[src/rtl/fast_command_pkg.sv]
// rtl/fast_command_pkg.sv - fast-command word codes, widths and shared helpers
package fast_command_pkg;

  localparam int FC_WORD_BITS = 8;
  localparam int FC_BX_BITS   = 12;

  typedef logic [FC_WORD_BITS-1:0] fc_word_t;
  typedef logic [FC_BX_BITS-1:0]   fc_bx_t;

  localparam fc_word_t IDLE    = 8'hAC;
  localparam fc_word_t L1A     = 8'h2D;
  localparam fc_word_t BCR     = 8'h59;
  localparam fc_word_t BCR_L1A = 8'h5A;

  function automatic fc_bx_t fc_next_bx(input fc_bx_t bx, input int unsigned orbit_len);
    return (bx == FC_BX_BITS'(orbit_len - 1)) ? '0 : bx + FC_BX_BITS'(1);
  endfunction

endpackage

[src/rtl/fc_cmd_fifo.sv]
// rtl/fc_cmd_fifo.sv - show-ahead command queue with registered full flag
module fc_cmd_fifo
  import fast_command_pkg::*;
#(
  parameter int DEPTH = 8
) (
  input  logic     clk,
  input  logic     rst,
  input  logic     push,
  input  fc_word_t push_data,
  input  logic     pop,
  output fc_word_t head,
  output logic     empty,
  output logic     full
);

  localparam int AW = $clog2(DEPTH);

  fc_word_t      mem_q [DEPTH];
  fc_word_t      mem_d [DEPTH];
  logic [AW-1:0] wr_ptr_q, wr_ptr_d;
  logic [AW-1:0] rd_ptr_q, rd_ptr_d;
  logic [AW:0]   count_q, count_d;
  logic          full_q, full_d;
  logic          do_push, do_pop;

  assign do_push = push && !full_q;
  assign do_pop  = pop && (count_q != '0);

  always_comb begin
    mem_d    = mem_q;
    wr_ptr_d = wr_ptr_q;
    rd_ptr_d = rd_ptr_q;
    if (do_push) begin
      mem_d[wr_ptr_q] = push_data;
      wr_ptr_d        = wr_ptr_q + AW'(1);
    end
    if (do_pop) begin
      rd_ptr_d = rd_ptr_q + AW'(1);
    end
    count_d = count_q + (AW+1)'(do_push) - (AW+1)'(do_pop);
    full_d  = (count_d == (AW+1)'(DEPTH));
  end

  always_ff @(posedge clk or posedge rst) begin
    if (rst) begin
      wr_ptr_q <= '0;
      rd_ptr_q <= '0;
      count_q  <= '0;
      full_q   <= 1'b0;
    end else begin
      wr_ptr_q <= wr_ptr_d;
      rd_ptr_q <= rd_ptr_d;
      count_q  <= count_d;
      full_q   <= full_d;
    end
  end

  // Storage needs no reset: the pointers alone define what is valid.
  always_ff @(posedge clk) begin
    mem_q <= mem_d;
  end

  assign head  = mem_q[rd_ptr_q];
  assign empty = (count_q == '0);
  assign full  = full_q;

endmodule

[src/rtl/fast_command_encoder.sv]
// rtl/fast_command_encoder.sv - BX-framed fast-command serializer; FCE_PRBS_EN adds a PRBS-7 test pattern
module fast_command_encoder
  import fast_command_pkg::*;
#(
  parameter int ORBIT_LENGTH = 3564,
  parameter int FIFO_DEPTH   = 8
) (
  input  logic        clk,
  input  logic        reset,
  input  logic        enable,
  input  logic        bcr_en,
  input  logic        l1a,
  input  logic        cmd_valid,
  input  logic [7:0]  cmd_code,
  output logic        cmd_ready,
  input  logic        prbs_mode,
  output logic        fast_command,
  output logic        bx_strobe,
  output logic [11:0] bx_count,
  output logic [31:0] orbit_count,
  output logic        l1a_lost
);

  logic [2:0]  phase_q, phase_d;
  fc_word_t    shreg_q, shreg_d;
  fc_bx_t      bx_q, bx_d;
  logic [31:0] orbit_q, orbit_d;
  logic        strobe_q, strobe_d;
  logic        pend_q, pend_d;
  logic        lost_q, lost_d;
  logic        run_q, run_d;

  logic        slot_end;
  fc_bx_t      bx_next;
  fc_word_t    sel_word;
  logic        take_l1a, take_fifo;
  logic        consume, fifo_pop;
  logic        suspend;
  fc_word_t    fifo_head;
  logic        fifo_empty, fifo_full;

  assign slot_end = (phase_q == 3'd7);
  assign bx_next  = fc_next_bx(bx_q, ORBIT_LENGTH);

  fc_cmd_fifo #(
    .DEPTH(FIFO_DEPTH)
  ) u_fifo (
    .clk      (clk),
    .rst      (reset),
    .push     (cmd_valid && cmd_ready),
    .push_data(cmd_code),
    .pop      (fifo_pop),
    .head     (fifo_head),
    .empty    (fifo_empty),
    .full     (fifo_full)
  );

  // run_q keeps cmd_ready low while reset is held and for its release edge.
  assign cmd_ready = run_q && !fifo_full;

  always_comb begin
    sel_word  = IDLE;
    take_l1a  = 1'b0;
    take_fifo = 1'b0;
    if (enable && !suspend) begin
      if ((bx_next == '0) && bcr_en) begin
        sel_word = pend_q ? BCR_L1A : BCR;
        take_l1a = pend_q;
      end else if (pend_q) begin
        sel_word = L1A;
        take_l1a = 1'b1;
      end else if (!fifo_empty) begin
        sel_word  = fifo_head;
        take_fifo = 1'b1;
      end
    end
  end

  assign consume  = slot_end && take_l1a;
  assign fifo_pop = slot_end && take_fifo;

  always_comb begin
    phase_d  = phase_q + 3'd1;
    strobe_d = slot_end;
    shreg_d  = slot_end ? sel_word : {shreg_q[6:0], 1'b0};
    bx_d     = slot_end ? bx_next : bx_q;
    orbit_d  = (slot_end && (bx_next == '0)) ? orbit_q + 32'd1 : orbit_q;
    run_d    = 1'b1;
    pend_d   = pend_q && !consume;
    lost_d   = lost_q;
    // A pulse landing on the consuming edge replaces the one being sent.
    if (l1a && enable) begin
      if (pend_q && !consume) begin
        lost_d = 1'b1;
      end else begin
        pend_d = 1'b1;
      end
    end
  end

  always_ff @(posedge clk or posedge reset) begin
    if (reset) begin
      phase_q  <= 3'd0;
      shreg_q  <= IDLE;
      bx_q     <= '0;
      orbit_q  <= '0;
      strobe_q <= 1'b1;
      pend_q   <= 1'b0;
      lost_q   <= 1'b0;
      run_q    <= 1'b0;
    end else begin
      phase_q  <= phase_d;
      shreg_q  <= shreg_d;
      bx_q     <= bx_d;
      orbit_q  <= orbit_d;
      strobe_q <= strobe_d;
      pend_q   <= pend_d;
      lost_q   <= lost_d;
      run_q    <= run_d;
    end
  end

`ifdef FCE_PRBS_EN
  logic [6:0] lfsr_q, lfsr_d;
  logic       prbs_hold_q, prbs_hold_d;
  logic       prbs_on;

  // Entering PRBS is immediate; leaving waits for the next slot boundary.
  assign prbs_on = prbs_mode || prbs_hold_q;
  assign suspend = prbs_mode;

  always_comb begin
    lfsr_d      = prbs_on ? {lfsr_q[5:0], lfsr_q[6] ^ lfsr_q[5]} : lfsr_q;
    prbs_hold_d = slot_end ? prbs_mode : (prbs_hold_q || prbs_mode);
  end

  always_ff @(posedge clk or posedge reset) begin
    if (reset) begin
      lfsr_q      <= 7'h7F;
      prbs_hold_q <= 1'b0;
    end else begin
      lfsr_q      <= lfsr_d;
      prbs_hold_q <= prbs_hold_d;
    end
  end

  assign fast_command = prbs_on ? lfsr_q[6] : shreg_q[7];
`else
  logic unused_prbs_mode;

  assign unused_prbs_mode = prbs_mode;
  assign suspend          = 1'b0;
  assign fast_command     = shreg_q[7];
`endif

  assign bx_strobe   = strobe_q;
  assign bx_count    = bx_q;
  assign orbit_count = orbit_q;
  assign l1a_lost    = lost_q;

endmodule

[config.mk]
export PLATFORM = sky130hd
export DESIGN_NAME = fast_command_encoder
export DESIGN_NICKNAME = d
export VERILOG_FILES = /design/src/rtl/fast_command_pkg.sv /design/src/rtl/fc_cmd_fifo.sv /design/src/rtl/fast_command_encoder.sv
export SDC_FILE = /design/constraint.sdc
export NUM_CORES = 1
export LEC_CHECK = 0
export BUFFER_PORTS_ARGS = -buffer_cell sky130_fd_sc_hd__buf_2
export CAP_MARGIN = 20
export CORE_ASPECT_RATIO = 2
export CORE_MARGIN = 3
export CORE_UTILIZATION = 53
export DETAILED_ROUTE_END_ITERATION = 12
export GPL_ROUTABILITY_DRIVEN = 0
export PLACE_DENSITY = 0.73
export SYNTH_ARGS = -nofsm -noshare
export SYNTH_HDL_FRONTEND = slang
export SYNTH_HIERARCHICAL = 1
export SYNTH_SLANG_ARGS = --single-unit
[constraint.sdc]
create_clock -name clk -period 3.2 [get_ports clk]
set_input_delay 0.16 -clock clk [delete_from_list [all_inputs] [get_ports clk]]
set_output_delay 0.16 -clock clk [all_outputs]
set_load 0.01 [all_outputs]
Yosys cells after proc, flatten, opt, wreduce, memory -nomap -nowiden
Cells that the tools add are included.
- bitwise operators: 2
- magnitude comparators: 3
- add/subtract/negate cells: 7
- reductions and logical operators: 17
- mux-type cells: 21
- equality and inequality tests: 3
- operators by type and width (kind ; count):
    $bwmux W64 ; 1
    $mux W8 ; 8
    $add A32 B1 Y32 const B ; 1
    $bmux W8 S3 ; 1
    $demux W8 S3 ; 1
    $add A12 B1 Y12 const B ; 1
    $eq A12 B12 Y1 const B ; 1
    $logic_not A12 Y1 ; 1
    $mux W12 ; 1
    $logic_and A1 B1 Y1 ; 11
    $add A3 B1 Y3 const B ; 3
    $ge A4 B4 Y1 const B ; 2
    $mux W1 ; 8
    $not A3 Y4 ; 2
    $add A4 B1 Y4 ; 1
    $eq A4 B4 Y1 const B ; 1
    $logic_not A4 Y1 ; 1
    $lt A4 B1 Y1 const B ; 1
    $reduce_bool A4 Y1 ; 1
    $sub A4 B1 Y4 ; 1
    $eq A3 B3 Y1 const B ; 1
    $logic_not A1 Y1 ; 2
    $mux W2 ; 1
    $reduce_and A2 Y1 ; 1
- bits in registers: 134
- output and inout bits: 48
- logic and storage cells: 73

Depth between registers and ports, before layout
Gate-level depths: netlist of run 1.
- depth in word-level cells: 10
- gate-level depth with buffers: 16
- depth with buffers taken out: 15

Modules after synthesis
Netlist of run 1, hierarchy kept.
- modules (own cells, without submodules) (module ; cells each ; area each (µm²) ; times used ; sequential area each (µm²)):
    fast_command_encoder ; 300 ; 3113.0 ; 1 ; 1482.7
    fc_cmd_fifo ; 154 ; 3096.7 ; 1 ; 2197.1

Worst setup path after synthesis of run 1
No wires, ideal clock.
- path kind: reg-to-reg
- from: reg bx_q[0], in the netlist bx_count[0]
- to: reg u_fifo.full_q, in the netlist u_fifo/full
- buffers on the path: 1
- arrival: 3532 ps
- data required time: 3121 ps
- cell stages (with the launch flop): 17
- slack: -412 ps
- path through: dfrtp_1 ha_1 and4_1 buf_6 a311oi_2 nor2_2 o41ai_4 nor2_1 nand2b_1 inv_1 ha_1 inv_1 ha_1 fa_1 xnor2_1 nand3b_1 mux2i_1
- cells in the longest elaborated chain, start to end: 10
- ends and longest elaborated chain (element ; line ; source):
    start: declaration ; fast_command_encoder.sv:26 ; fc_bx_t bx_q, bx_d;
    start signal: assignment ; fast_command_encoder.sv:105 ; bx_q <= '0;
    start signal: assignment ; fast_command_encoder.sv:114 ; bx_q <= bx_d;
    $add A12 B1 Y12 / $eq A12 B12 Y1 (equally long branches) ; fast_command_pkg.sv:16 ; return (bx == FC_BX_BITS'(orbit_len - 1)) ? '0 : bx + FC_BX_BITS'(1);
    $mux W12 * ; fast_command_pkg.sv:16 ;
    $logic_not A12 Y1 * ; fast_command_encoder.sv:66 ; if ((bx_next == '0) && bcr_en) begin
    $logic_and A1 B1 Y1 * ; fast_command_encoder.sv:66 ;
    $mux W1 * ; fast_command_encoder.sv:66 ;
    $mux W1 * ; fast_command_encoder.sv:65 ; if (enable && !suspend) begin
    $logic_and A1 B1 Y1 * ; fast_command_encoder.sv:80 ; assign fifo_pop = slot_end && take_fifo;
    via fifo_pop ; fast_command_encoder.sv:37 ; logic consume, fifo_pop;
    $logic_and A1 B1 Y1 * ; fc_cmd_fifo.sv:28 ; assign do_pop = pop && (count_q != '0);
    via u_fifo.do_pop ; fc_cmd_fifo.sv:25 ; logic do_push, do_pop;
    $sub A4 B1 Y4 * ; fc_cmd_fifo.sv:41 ; count_d = count_q + (AW+1)'(do_push) - (AW+1)'(do_pop);
    $eq A4 B4 Y1 * ; fc_cmd_fifo.sv:42 ; full_d = (count_d == (AW+1)'(DEPTH));
    via u_fifo.full_d ; fc_cmd_fifo.sv:24 ; logic full_q, full_d;
    end signal: assignment ; fc_cmd_fifo.sv:55 ; full_q <= full_d;
    end: declaration ; fc_cmd_fifo.sv:24 ;
Mark *: on every way through the listed nets, which the timed path passes. The rest lies on a longest branch.
A chain may end at the register's enable or synchronous reset.

Worst setup path after layout of run 1
- from: reg bx_q[3], in the netlist bx_count[3]
- to: reg u_fifo.full_q, in the netlist u_fifo/full
- cells in the longest elaborated chain, start to end: 10
- ends and longest elaborated chain (element ; line ; source):
    $add A12 B1 Y12 / $eq A12 B12 Y1 (equally long branches) ; fast_command_pkg.sv:16 ;
    $mux W12 * ; fast_command_pkg.sv:16 ;
    $logic_not A12 Y1 * ; fast_command_encoder.sv:66 ;
    $logic_and A1 B1 Y1 * ; fast_command_encoder.sv:66 ;
    $mux W1 * ; fast_command_encoder.sv:66 ;
    $mux W1 * ; fast_command_encoder.sv:65 ;
    $logic_and A1 B1 Y1 * ; fast_command_encoder.sv:80 ;
    via fifo_pop ; fast_command_encoder.sv:37 ;
    $logic_and A1 B1 Y1 * ; fc_cmd_fifo.sv:28 ;
    via u_fifo.do_pop ; fc_cmd_fifo.sv:25 ;
    $sub A4 B1 Y4 * ; fc_cmd_fifo.sv:41 ;
    via u_fifo.count_d[1] ; fc_cmd_fifo.sv:23 ; logic [AW:0] count_q, count_d;
    $eq A4 B4 Y1 * ; fc_cmd_fifo.sv:42 ;
    via u_fifo.full_d ; fc_cmd_fifo.sv:24 ;
Marks and branches as above.

==> results of run 1 <==
-- what timing repair did --
action                                  4_1_cts  5_1_grt
endpoints found under the setup margin        1        3
hold buffers                                  1        0
endpoints found under the hold margin        42        0
pin swaps                                     5       10
setup buffers                                 5        6
gates cloned                                  0        0
gates resized for setup                      12       10
-- sequential cells by signal (all words and copies together), names as in the netlist --
name	cells
pend_q	1
u_fifo/mem_q	64
u_fifo/count_q	4
run_q	1
l1a_lost	1
bx_count	12
phase_q	3
u_fifo/rd_ptr_q	3
u_fifo/wr_ptr_q	3
shreg_q	8
bx_strobe	1
u_fifo/full	1
orbit_count	32
-- worst max-delay path: cells and delay by family (launching register included) --
| family | cells | cell delay [ns] |
|---|---|---|
| AOI/OAI and AO/OA | 3 | 0.97 |
| buffers and inverters | 3 | 0.23 |
| muxes | 1 | 0.17 |
| adders and majority gates | 3 | 0.88 |
| and+or+nand+nor | 5 | 0.55 |
| DFF | 1 | 0.44 |
-- worst min path at each step --
stage,start,to,slack [ns]
after global routing,cmd_code[0],u_fifo/mem_q[0],0.01
after global placement,reset,u_fifo/count_q[2],0.18
after detailed placement,reset,u_fifo/count_q[2],0.20
after floorplan,reset,u_fifo/count_q[0],0.01
final,cmd_code[0],u_fifo/mem_q[40],0.007
after CTS,cmd_code[3],u_fifo/mem_q[59],0.001
-- Yosys cell counts (all sizes together) (2+ instances only) --
library cell and count:
nand2 30, or3 3, nand2b 8, a21o 2, mux2i 2, o2111a 2, nor2b 4, a211o 2
ha 11, xnor2 25, nor3 11, a21oi 5, and4 7, nor4 3, nand3 11, a211oi 3
xor2 14, o22ai 2, dfstp 5, and3 10, clkbuf 3, nor2 28, a22oi 3, o31ai 5
mux4 16, buf 16, edfxtp 64, o21ai 11, dfrtp 65, nor3b 2, and2 7, o2111ai 2
mux2 12, a22o 2, nand4 23, o41ai 2, inv 16
-- through the flow --
stage	util	std cells	area (um^2)	hold slack [ns]
final	0.686	733	7780	0.00684
after global routing	0.686	733	7780	0.0110
after CTS	0.677	727	7690	0.000985
after detailed placement	0.614	689	6970	0.196
after global placement	0.614	689	6970	0.178
after floorplan	-	454	6250	0.0124
-- routing by layer --
| layer | up-vias | routed length, um | track usage |
|---|---|---|---|
| li1 | 1964 | - | - |
| met1 | 2133 | 4670 | 0.225 |
| met2 | 113 | 7790 | 0.405 |
| met3 | 30 | 525 | 0.0453 |
| met4 | 0 | 419 | 0.103 |
| met5 | - | 0 | 0 |
-- layout make-up --
class / count / area (um^2) / share of cell area
repair buffers: 124 / 785 / 0.101
clock buffers: 17 / 425 / 0.0547
inverters: 16 / 60.1 / 0.00772
well taps: 142 / 178 / 0.0228
clock inverters: 15 / 193 / 0.0248
multi-input cells: 285 / 2460 / 0.316
flip-flops and latches: 134 / 3690 / 0.474
-- kinds of logic after synthesis --
| kind of cell | count (synthesis) | share of synthesized area |
|---|---|---|
| and+or+nand+nor | 152 | 0.133 |
| DFF | 134 | 0.593 |
| AOI/OAI and AO/OA | 51 | 0.0695 |
| xor gates and xnor gates | 39 | 0.0550 |
| buffers and inverters | 35 | 0.0314 |
| muxes | 30 | 0.0927 |
| adders and majority gates | 12 | 0.0254 |
| other | 1 | 0.000604 |
-- report_power, final --
| part | switching (W) | leakage, nW | internal, W |
|---|---|---|---|
| sequential | 0.0000785 | 1.48 | 0.00193 |
| clock | 0.000771 | 0.296 | 0.00125 |
| combinational | 0.000266 | 1.50 | 0.000270 |
| total | 0.00111 | 3.27 | 0.00344 |
==> qor.tcl, run 1 <==
set qor(clock_skew_ns) 0.0105
set qor(boundaryPins) 63
set qor(tritoncts) {yes}
set qor(layout_min_cycle_time_ns) 3.31
set qor(r2r_start) {bx_count[3]}
set qor(worst-slew-pin-transition_ns) 0.815
set qor(fin_ws_ns) -0.109
set qor(max_clock_freq_ghz) 0.302
set qor(drv_cap) 0
set qor(cts_root_buf) {clkbuf_16}
set qor(reg2reg_slack_ns) -0.11
set qor(port-buffer-count) 61
set qor(core_area_um2) 11400
set qor(synth-seq-cells) 134
set qor(synth_top_cells_by_area) {edfxtp_1, dfrtp_1, mux4_1}
set qor(fp.dieW_um) 82.5
set qor(crit_path_cell_chain) {buf_6, and2_4, a211o_1, a22o_4, o41ai_4, nor2_2, nand2b_1, inv_2, ha_4, inv_2, ha_4, fa_2, nor2_4, nand3b_1, mux2i_1}
set qor(cp-startpoint) {bx_count[3]}
set qor(cp-end-kind) {register}
set qor(placement.setup.worst_slack_ns) -0.150
set qor(rr_worst_depth) 15
set qor(fillerInstances) 794
set qor(drt.antenna.violating_nets) 0
set qor(numCtsBuffers) 17
set qor(synthesis.area_um2) 6210
set qor(net_count_after_synthesis) 481
set qor(first_iter_violations) 227
set qor(synthArstFlopShare) 0.522
set qor(nets) 605
set qor(fp.dieArea_um2) 13100
set qor(grt_pass1_vias) 4414
set qor(wl_per_cell_um) 18.3
set qor(dp.final_hpwl_um) 9400
set qor(worstPathArrival_ns) 3.63
set qor(antenna_found_initial) 0
set qor(mostFrequentLayoutCell) {edfxtp_1}
set qor(synth_top_cell_by_area) {edfxtp_1}
set qor(fin_crit_share) 1.03
set qor(type_of_the_worst_min_delay_path) {input pin to register}
set qor(global_route.usage.total) 0.220
set qor(tns_ns) -0.109
set qor(global_route.overflow_total) 0
set qor(routed-via-count) 4240
set qor(yosysWarningCount) 6
set qor(power.density_nw_per_um2) 586
set qor(ys_types) 65
set qor(crit_required_ns) 3.53
set qor(synthFlopType) {dfrtp_1}
set qor(drtPass1Iterations) 4
set qor(synthesis.instances) 454
set qor(postRouteWirelength_um) 13400
set qor(regToRegEndpoint) {u_fifo/full}
set qor(yosysSeqAreaShare) 0.593
set qor(max-slew-margin-rel) 0.455
set qor(setup_repair_after_global_routing_missed_its_margin) {true}
set qor(core.rowCount) 55
set qor(path_max_fanout) 5
set qor(syn_avg_cell_area_um2) 13.7
set qor(setup-violations-final) 1
set qor(cts.sink_count) 134
set qor(die_h_um) 159
set qor(power.ir.vdd_worst_mv) 0.450
set qor(worst_skew_pair.late_latency_ns) 0.41
set qor(number_of_enable_type_register_cells_in_the_synthesized_netlist) 64
set qor(p_total_w) 0.00456
set qor(grt_first_pass_wirelength_um) 21700
set qor(leakagePower_nw) 3.27
set qor(worst_setup_hold_path_clk_slew_ns) 0.07
set qor(number_of_max_slew_violations_in_the_final_report) 0
set qor(violated_checks) {setup timing}
set qor(fraction_of_final_layout_cells_with_drive_strength_greater_than_1) 0.343
set qor(final_cell_mix) {edfxtp_1, buf_2, buf_4, dfrtp_1, nand2_1}
set qor(htree_levels) 4
set qor(crit_path_max_incr_delay_ns) 0.48
set qor(floorplan.initialDensity) 0.547
set qor(post-route-drc-count) 0
set qor(critPathLaunchType) {register}
set qor(worstHoldPathCells) 1
set qor(timing.critical_path.slowest_stage_cell) {fa_2}
set qor(route.detailed.vias_per_inst) 5.78
set qor(cts_buffer_depth) 2
set qor(critical_path_class) {register to register}
set qor(share_of_the_synthesized_area_in_the_top_cell_type) 0.309
set qor(grt_max_degree) 39
set qor(n_antenna_cell) 0
set qor(run_status) {finished, violations left}
set qor(timing_hold_violations_final) 0
set qor(cp-endpoint) {u_fifo/full}
set qor(area.growth.synth_to_final_pct) 25.3
(Power assumes the default switching activity.)
==> run 2, diff against run 1 <==
- ABC_AREA: default -> 1
- CORE_UTILIZATION: 53 -> 54
==> qor.tcl, run 2 <==
set qor(cts_buffer_depth) 2
set qor(run_status) {complete, no violations}
set qor(postRouteWirelength_um) 16200
set qor(first_iter_violations) 352
set qor(rr_worst_depth) 19
set qor(core_area_um2) 12300
set qor(max_clock_freq_ghz) 0.327
set qor(clock_power_share) 0.430
set qor(p_sw_w) 0.00120
set qor(grt_max_degree) 45
set qor(number_of_max_slew_violations_in_the_final_report) 0
set qor(synthFlopType) {dfrtp_1}
set qor(cp-end-kind) {register}
set qor(grt_pass1_vias) 5412
set qor(share_of_the_synthesized_area_in_the_top_cell_type) 0.278
set qor(number_of_enable_type_register_cells_in_the_synthesized_netlist) 64
set qor(synthArstFlopShare) 0.522
set qor(power.share.switching) 0.261
set qor(clock_skew_ns) 0.00862
set qor(synth_commonest_cells) {nand2_1, inv_1, dfrtp_1}
set qor(drtPass1Iterations) 6
set qor(port-buffer-count) 61
set qor(final_cell_mix) {nand2_1, inv_1, dfrtp_1, edfxtp_1, buf_2}
set qor(synth_top_cells_by_area) {edfxtp_1, dfrtp_1, nand2_1}
set qor(cts.sink_count) 134
set qor(fp.dieArea_um2) 14300
set qor(r2r_start) {bx_count[1]}
set qor(crit_required_ns) 3.51
set qor(mostFrequentLayoutCell) {nand2_1}
set qor(fin_crit_share) 0.955
set qor(dp.final_hpwl_um) 11300
set qor(cts_root_buf) {clkbuf_16}
set qor(worst_setup_hold_path_clk_slew_ns) 0.06
set qor(worstPathArrival_ns) 3.37
set qor(layout_min_cycle_time_ns) 3.06
set qor(route.detailed.vias_per_inst) 5.19
set qor(floorplan.initialDensity) 0.560
set qor(die_h_um) 166
set qor(cp-endpoint) {u_fifo/full}
set qor(yosysSeqAreaShare) 0.532
set qor(power.density_nw_per_um2) 555
set qor(numCtsBuffers) 17
set qor(worst_skew_pair.late_latency_ns) 0.42
set qor(regToRegEndpoint) {u_fifo/full}
set qor(largest_register_ff_count) 64
set qor(tritoncts) {yes}
set qor(drv_cap) 0
set qor(ys_types) 39
set qor(yosysWarningCount) 6
set qor(net_count_after_synthesis) 844
set qor(post-synth-top-count-cell) {nand2_1}
set qor(routed-via-count) 5549
set qor(fraction_of_final_layout_cells_with_drive_strength_greater_than_1) 0.192
set qor(fillerInstances) 1033
set qor(critical_path_class) {register to register}
set qor(max-slew-margin-rel) 0.351
set qor(n_antenna_cell) 0
set qor(global_route.usage.total) 0.233
set qor(synthesis.area_um2) 6910
set qor(worst-slew-pin-transition_ns) 0.970
set qor(reg2reg_slack_ns) 0.14
set qor(post-route-drc-count) 0
set qor(power.share.combinational) 0.135
set qor(grt_first_pass_wirelength_um) 25900
set qor(critPathLaunchType) {register}
set qor(wl_per_cell_um) 15.2
set qor(path_max_fanout) 6
set qor(type_of_the_worst_min_delay_path) {input pin to register}
set qor(placed_cell_area_um2) 7400
set qor(dp_cells) 1026
set qor(synth-seq-cells) 134
set qor(nets) 937
set qor(final_cells) 1070
set qor(leakagePower_nw) 4.05
set qor(syn_avg_cell_area_um2) 8.46
set qor(sequentialPowerShare) 0.435
set qor(p_total_w) 0.00458
set qor(setup-violations-final) 0
set qor(fp.dieW_um) 86.0
set qor(drt.antenna.violating_nets) 0
set qor(synthesis.instances) 817
set qor(internal_power_w) 0.00339
set qor(cp-startpoint) {bx_count[1]}
set qor(timing_hold_violations_final) 0
set qor(htree_levels) 4
set qor(antenna_found_initial) 0
set qor(boundaryPins) 63
set qor(power.ir.vdd_worst_mv) 0.390
set qor(final_non_filler_cell_area_um2) 8260
set qor(global_route.overflow_total) 0
set qor(core.rowCount) 57
set qor(top_register) {u_fifo/mem_q}
set qor(area.growth.synth_to_final_pct) 19.5
set qor(synth_top_cell_by_area) {edfxtp_1}
## run 2: cell types whose count changed after synthesis, sizes merged, moves of 8 or more
| cell | change |
|---|---|
| o21ai | +12 |
| nand2b | -8 |
| xor2 | +10 |
| nand2 | +269 |
| nor2 | +24 |
| and3 | -10 |
| mux2 | -12 |
| mux4 | -16 |
| inv | +113 |
| nand3 | +52 |
| xnor2 | -14 |
## run 2: cell type report
type / instances / area (um^2) / area share
Timing Repair Buffer: 94 / 563 / 0.0682
Clock inverter: 15 / 178 / 0.0215
Sequential cell: 134 / 3680 / 0.446
Clock buffer: 17 / 425 / 0.0515
Multi-Input combinational cell: 534 / 2740 / 0.331
Tap cell: 147 / 184 / 0.0223
Inverter: 129 / 492 / 0.0595
## run 2: cell families (layout without fill, tap and decap cells)
| group | after synthesis | after routing | share of synthesized area |
|---|---|---|---|
| simple gates | 455 | 455 | 0.282 |
| buf+inv | 149 | 255 | 0.0934 |
| other cells | 1 | 1 | 0.000543 |
| xor+xnor | 35 | 35 | 0.0444 |
| fa+ha+maj | 12 | 12 | 0.0228 |
| compound gates | 31 | 31 | 0.0244 |
| flops | 134 | 134 | 0.532 |
## run 2: through the flow
stage	worst slack [ns]	util	TNS, ns	hold WS (ns)
after global routing	-0.122	0.669	-0.122	0.00943
final	0.144	0.669	0	0.0160
after global placement	0.0404	0.600	0	0.186
after floorplan	0.0514	-	0	0.0124
after detailed placement	-0.0283	0.600	-0.0283	0.194
after CTS	0.0239	0.653	0	0.00142
## run 2: worst max-delay path: stages (launching register included)
cell and delay (ns):
dfrtp_1 0.40, ha_4 0.17, nand2_1 0.10, inv_2 0.13, nand2_1 0.12, a21oi_2 0.17
nand3_1 0.12, nor2_2 0.15, nand3_2 0.13, nand2_2 0.09, inv_1 0.04, nand2_1 0.09
inv_1 0.08, ha_1 0.30, inv_2 0.05, ha_4 0.16, fa_2 0.53, nor2_1 0.05
nand2_1 0.06, nor2_1 0.04
## run 2: worst min path at each step
stage                 from                  to  slack, ns  depth (start not counted)
2_1_floorplan        reset   u_fifo/count_q[0]       0.01                          1
3_3_place_gp         reset  u_fifo/wr_ptr_q[1]       0.19                          2
3_5_place_dp         reset  u_fifo/wr_ptr_q[1]       0.19                          2
4_1_cts        cmd_code[1]    u_fifo/mem_q[17]      0.001                          1
5_1_grt        cmd_code[1]    u_fifo/mem_q[25]      0.009                          1
6_report       cmd_code[1]    u_fifo/mem_q[17]       0.02                          1
## run 2: power by group through the flow
| stage | logic, W | clock network [W] | registers, W |
|---|---|---|---|
| 2_1_floorplan | 0.000474 | 0 | 0.00200 |
| 3_3_place_gp | 0.000570 | 0 | 0.00202 |
| 3_5_place_dp | 0.000581 | 0 | 0.00202 |
| 4_1_cts | 0.000592 | 0.00200 | 0.00199 |
| 5_1_grt | 0.000708 | 0.00208 | 0.00200 |
| 6_report | 0.000619 | 0.00197 | 0.00200 |
## run 2: layer usage
layer,vias up,part of all wire,global-route usage
met5,-,0,0
met3,61,0.042,0.0417
met1,2554,0.35,0.238
met2,171,0.56,0.424
li1,2763,-,-
met4,0,0.051,0.144
## run 2: timing repair
action                                  CTS  global route
gates resized for setup                   2            33
pin swaps                                 0            13
endpoints found under the setup margin    1             2
hold buffers                              4             0
endpoints found under the hold margin    62             0
buffers inserted                          0             8
